### src/rtl/pea_request_arbiter.sv
`timescale 1ns/1ps
// Pedestrian-phase arbiter: conditions crosswalk buttons, latches requests,
// asks the light controller for the walk phase and grants it round-robin.
module pea_request_arbiter #(
  parameter int N_REQ           = 4,
  parameter int DEBOUNCE_CYCLES = 500_000,
  parameter int HOLDOFF_CYCLES  = 50_000_000,
  parameter int ACK_TIMEOUT     = 500_000_000,
  localparam int IW = $clog2(N_REQ)
) (
  input  logic             clk,
  input  logic             nreset,
  input  logic [N_REQ-1:0] b_npeaton,
  input  logic             phase_ack,
  input  logic             phase_done,
  output logic             phase_req,
  output logic [N_REQ-1:0] grant,
  output logic [IW-1:0]    grant_idx,
  output logic [N_REQ-1:0] sol_lights,
  output logic             err_timeout
);

  localparam int DW = $clog2(DEBOUNCE_CYCLES + 1);
  localparam int HW = $clog2(HOLDOFF_CYCLES + 1);
  localparam int WW = $clog2(ACK_TIMEOUT + 1);

  typedef enum logic [1:0] {
    IDLE,
    REQ,
    SERVE,
    HOLDOFF
  } state_t;

  state_t           state;
  logic [N_REQ-1:0] sync1;
  logic [N_REQ-1:0] sync2;
  logic [N_REQ-1:0] db;
  logic [DW-1:0]    dcnt [N_REQ];
  logic [N_REQ-1:0] fall;
  logic [N_REQ-1:0] pending;
  logic [N_REQ-1:0] sel_oh;
  logic [N_REQ-1:0] clr;
  logic [N_REQ-1:0] blk;
  logic [IW-1:0]    sel;
  logic [IW-1:0]    rr_ptr;
  logic [WW-1:0]    wcnt;
  logic [HW-1:0]    hcnt;
  logic             ack_now;

  // Synchronise and debounce each button; level flips after a stable run.
  always_ff @(posedge clk or negedge nreset) begin
    if (!nreset) begin
      sync1 <= '1;
      sync2 <= '1;
      db    <= '1;
      for (int i = 0; i < N_REQ; i++) dcnt[i] <= '0;
    end else begin
      sync1 <= b_npeaton;
      sync2 <= sync1;
      for (int i = 0; i < N_REQ; i++) begin
        if (sync2[i] != db[i]) begin
          if (dcnt[i] == DW'(DEBOUNCE_CYCLES - 1)) begin
            db[i]   <= sync2[i];
            dcnt[i] <= '0;
          end else begin
            dcnt[i] <= dcnt[i] + DW'(1);
          end
        end else begin
          dcnt[i] <= '0;
        end
      end
    end
  end

  // Press event: the edge on which the debounced level drops to 0.
  always_comb begin
    fall = '0;
    for (int i = 0; i < N_REQ; i++)
      fall[i] = db[i] & ~sync2[i] &
                (dcnt[i] == DW'(DEBOUNCE_CYCLES - 1));
  end

  // Round-robin pick: first pending index at or after rr_ptr.
  always_comb begin
    int          j;
    logic [IW-1:0] jj;
    logic        found;
    sel   = rr_ptr;
    found = 1'b0;
    j     = 0;
    jj    = '0;
    for (int k = 0; k < N_REQ; k++) begin
      j = int'(rr_ptr) + k;
      if (j >= N_REQ) j = j - N_REQ;
      jj = IW'(j);
      if (!found && pending[jj]) begin
        found = 1'b1;
        sel   = jj;
      end
    end
  end

  assign sel_oh  = {{(N_REQ-1){1'b0}}, 1'b1} << sel;
  assign ack_now = (state == REQ) && phase_ack;
  assign clr     = ack_now ? sel_oh : '0;
  assign blk     = grant | clr;

  // Pending latch: set by presses not aimed at the served crosswalk.
  always_ff @(posedge clk or negedge nreset) begin
    if (!nreset) pending <= '0;
    else         pending <= (pending & ~clr) | (fall & ~blk);
  end

  assign sol_lights = pending;

  // Phase sequencing: request, grant, serve, then hold off.
  always_ff @(posedge clk or negedge nreset) begin
    if (!nreset) begin
      state       <= IDLE;
      phase_req   <= 1'b0;
      grant       <= '0;
      grant_idx   <= '0;
      rr_ptr      <= '0;
      err_timeout <= 1'b0;
      wcnt        <= '0;
      hcnt        <= '0;
    end else begin
      unique case (state)
        IDLE: begin
          if (pending != '0) begin
            phase_req <= 1'b1;
            wcnt      <= '0;
            state     <= REQ;
          end
        end
        REQ: begin
          if (phase_ack) begin
            grant     <= sel_oh;
            grant_idx <= sel;
            phase_req <= 1'b0;
            state     <= SERVE;
          end else if (wcnt == WW'(ACK_TIMEOUT - 1)) begin
            phase_req   <= 1'b0;
            err_timeout <= 1'b1;
            hcnt        <= HW'(HOLDOFF_CYCLES);
            state       <= HOLDOFF;
          end else begin
            wcnt <= wcnt + WW'(1);
          end
        end
        SERVE: begin
          if (phase_done) begin
            grant  <= '0;
            rr_ptr <= (grant_idx == IW'(N_REQ - 1)) ?
                      '0 : grant_idx + IW'(1);
            hcnt   <= HW'(HOLDOFF_CYCLES);
            state  <= HOLDOFF;
          end
        end
        HOLDOFF: begin
          if (hcnt <= HW'(1)) begin
            hcnt  <= '0;
            state <= IDLE;
          end else begin
            hcnt <= hcnt - HW'(1);
          end
        end
        default: state <= IDLE;
      endcase
    end
  end

endmodule
### config.mk
export PLATFORM = sky130hd
export DESIGN_NAME = pea_request_arbiter
export DESIGN_NICKNAME = d
export VERILOG_FILES = /design/src/rtl/pea_request_arbiter.sv
export SDC_FILE = /design/constraint.sdc
export NUM_CORES = 1
export LEC_CHECK = 0
export ABC_AREA = 1
export BUFFER_PORTS_ARGS = -buffer_cell sky130_fd_sc_hd__clkbuf_2
export CORE_ASPECT_RATIO = 0.7
export CORE_MARGIN = 2
export CORE_UTILIZATION = 50
export CTS_CLUSTER_DIAMETER = 80
export CTS_CLUSTER_SIZE = 10
export DETAILED_ROUTE_END_ITERATION = 6
export PLACE_DENSITY_LB_ADDON = 0.05
export SLEW_MARGIN = 20
export SYNTH_ARGS = -nofsm -noshare
export SYNTH_HDL_FRONTEND = slang
export SYNTH_SLANG_ARGS = --single-unit
### constraint.sdc
create_clock -name clk -period 2.3 [get_ports clk]
set_input_delay 0.69 -clock clk [delete_from_list [all_inputs] [get_ports clk]]
set_output_delay 0.69 -clock clk [all_outputs]
set_load 0.03 [all_outputs]
==> flow_metrics.tcl <==
set metrics [dict create \
    synth_edf_count 0 \
    synth.area.top_cells "dfrtp_1 (40%), nand2_1 (11%), nor2_1 (7.2%)" \
    clkSinkCount 159 \
    htreeDepth 4 \
    synthToLayoutAreaGrowth_pct 11.90 \
    synthFlopType "dfrtp_1" \
    cts_tree "done" \
    vias_per_cell 5.251 \
    relSlewSlack 0.6041 \
    hpwl_mm 15.97 \
    grt_max_degree 46 \
    synth_area_um2 9250 \
    wl_mm 21.56 \
    mostFrequentLayoutCells "nand2_1 (274), nor2_1 (176), inv_1 (150)" \
    power.total_mw 8.829 \
    status "complete, no violations" \
    portBuffers 19 \
    setup_ws_ps 185.8 \
    crit_type "register to register" \
    synth_warnings 0 \
    worst-endpoint-required_ps 2600 \
    antenna_found_initial 1 \
    initialDrtViolationCount 630 \
    synth_seq_cells 159 \
    final-setup-viol-count 0 \
    grt_setup_unrepaired "false" \
    initial_core_util 0.5123 \
    worstPathArrival_ps 2420 \
    grt_pass1_wl_mm 36.55 \
    finalClockSkew_ps 11.48 \
    hold_violations 0 \
    fmax_mhz 473.0 \
    clk_latency_ps 420 \
    period_needed_ps 2114 \
    ios 20 \
    p_leak_nw 4.653 \
    synth_cell_types 44 \
    synth_fp_nets 1259 \
    setup_tns_ps 0 \
    cts_hold_buf 0 \
    die_y_um 117.8 \
    dieArea_um2 19620 \
    p_per_area_nw_per_um2 852.9 \
    clk_path_buf_depth 2 \
    synth_seq_area_share 0.4318 \
    core_um2 18060 \
    tightest_slew_ps 589.4 \
    fillCellCount 1672 \
    cp-start-kind "register" \
    cts-root-buf "clkbuf_16" \
    clk_pin_slew_ps 70 \
    period_share 0.9192 \
    die_w_um 166.6 \
    post-place-ws_ps 156.3 \
    grt_pass1_vias 7252 \
    hold_class "primary input to async pin" \
    ys_async_sr_fraction 1.000 \
    seqCellArea_um2 3994 \
    ir_worst_vdd_mv 0.6516 \
    grt.total_usage 0.2292 \
    place_congestion 0.9181 \
    multi_input_area_um2 4547 \
    drt_pass1_iterations 5 \
    ant_nets 0 \
    vias 8029 \
    critical_path.max_fanout 12 \
    numCtsBuffers 17 \
    wl_per_cell_um 14.10 \
    layout-drive-gt1-share 0.1014 \
    yosysTopAreaCell "dfrtp_1" \
    syn-instance-count 1234 \
    report.final.slew_viol_count 0 \
    cap_violations 0 \
    netlist.area_leader.share 0.3977 \
    cp-end-kind "register" \
    final_common_cell "nand2_1" \
    avgSynthCellArea_um2 7.496 \
    drc_errors 0 \
    nNetsFinal 1305 \
    rows 41 \
    overflow 0 \
]
sequential cells by signal (all words and copies together), names as in the netlist, 4 cells and up:
signal / flops
sync2: 4
sol_lights: 4
sync1: 4
wcnt: 29
db: 4
dcnt: 76
hcnt: 26
grant: 4
per-stage QoR:
step | area, um2 | hold slack, ps | util | std cells
2_1_floorplan | 9250 | 345.2 | - | 1234
3_3_place_gp | 9767 | 346.3 | 0.5409 | 1496
3_5_place_dp | 9767 | 349.0 | 0.5409 | 1496
4_1_cts | 10310 | 183.6 | 0.5710 | 1527
5_1_grt | 10350 | 189.6 | 0.5731 | 1528
6_report | 10350 | 175.4 | 0.5732 | 1529
path summary, 6_finish.rpt:
| path | start | end | slack (ps) | cells after the start |
|---|---|---|---|---|
| max | wcnt[1]$_DFFE_PN0P_ | hcnt[19]$_DFFE_PN0P_ | 190 | 11 |
| min | nreset | dcnt[27]$_DFF_PN0_ | 180 | 1 |
| min in group clk | b_npeaton[0] | sync1[0]$_DFF_PN1_ | 340 | 1 |
| min reg2reg | sync1[2]$_DFF_PN1_ | sync2[2]$_DFF_PN1_ | 360 | 0 |
| max reg2reg | wcnt[1]$_DFFE_PN0P_ | hcnt[19]$_DFFE_PN0P_ | 190 | 11 |
| max in group asynchronous | nreset | sync1[3]$_DFF_PN1_ | 1430 | 2 |
layer usage:
| layer | vias to the layer above | part of all wire | wire, um | track usage |
|---|---|---|---|---|
| met5 | - | 0 | 0 | 0 |
| met4 | 0 | 0.0086 | 185 | 0.04849 |
| met3 | 18 | 0.051 | 1106 | 0.05279 |
| met2 | 170 | 0.40 | 8581 | 0.3135 |
| met1 | 3713 | 0.54 | 11690 | 0.3649 |
| li1 | 4128 | - | - | - |
layout make-up:
class	count	share of cell area
clock inverter	11	0.008340
sequential	159	0.3858
clock buffer	20	0.04412
inverter	153	0.05584
timing repair buffer	50	0.03783
antenna	1	0.0002417
multi-input combinational	899	0.4393
tap	236	0.02853
where the power goes:
| part | switching, mW | internal, mW | total (mW) |
|---|---|---|---|
| Sequential | 0.201 | 3.00 | 3.20 |
| Clock | 1.18 | 1.44 | 2.62 |
| Combinational | 2.07 | 0.934 | 3.00 |
| Total | 3.45 | 5.38 | 8.83 |
Yosys cell counts, types with 3 or more instances:
master and n:
buf_6 5, nand2_1 274, a21oi_1 42, nand4_1 47
nand3_1 88, nor4_1 8, buf_2 6, o21ai_0 60
a31oi_1 4, buf_4 3, dfstp_2 12, nor2_2 8
inv_1 151, or2_2 9, o21ai_1 5, xor2_1 44
xnor2_1 7, nand3b_1 14, a211oi_1 5, o21bai_1 3
o21ai_2 8, dfrtp_1 147, ha_1 17, nor2_1 177
nor3b_1 10, o31ai_1 3, a22oi_1 3, clkbuf_1 9
nor3_1 45
cells by family (layout without fill, tap and decap cells):
logic type | after synthesis | after routing | synth area share
and+or+nand+nor | 693 | 693 | 0.3355
buffers and inverters | 176 | 234 | 0.07750
DFF | 159 | 159 | 0.4318
AOI/OAI and AO/OA | 138 | 138 | 0.08400
xor gates and xnor gates | 51 | 51 | 0.04829
adders and majority gates | 17 | 17 | 0.02299
other | 0 | 1 | 0
worst max-delay path, stage by stage (launching register included):
cell and delay, ps:
dfrtp_1 380, ha_1 270, nand2_1 120, nor2_4 180, nand2_4 100, inv_1 90
nand3_2 160, nand2_1 120, nand2_2 140, nor2_4 120, buf_4 210, a21oi_1 100
repair_timing:
item / CTS / global route
gates resized for setup: 0 / 5
setup buffers: 0 / 1
setup endpoints to repair: 0 / 21
Note: power is estimated with default switching activity, not from simulation.
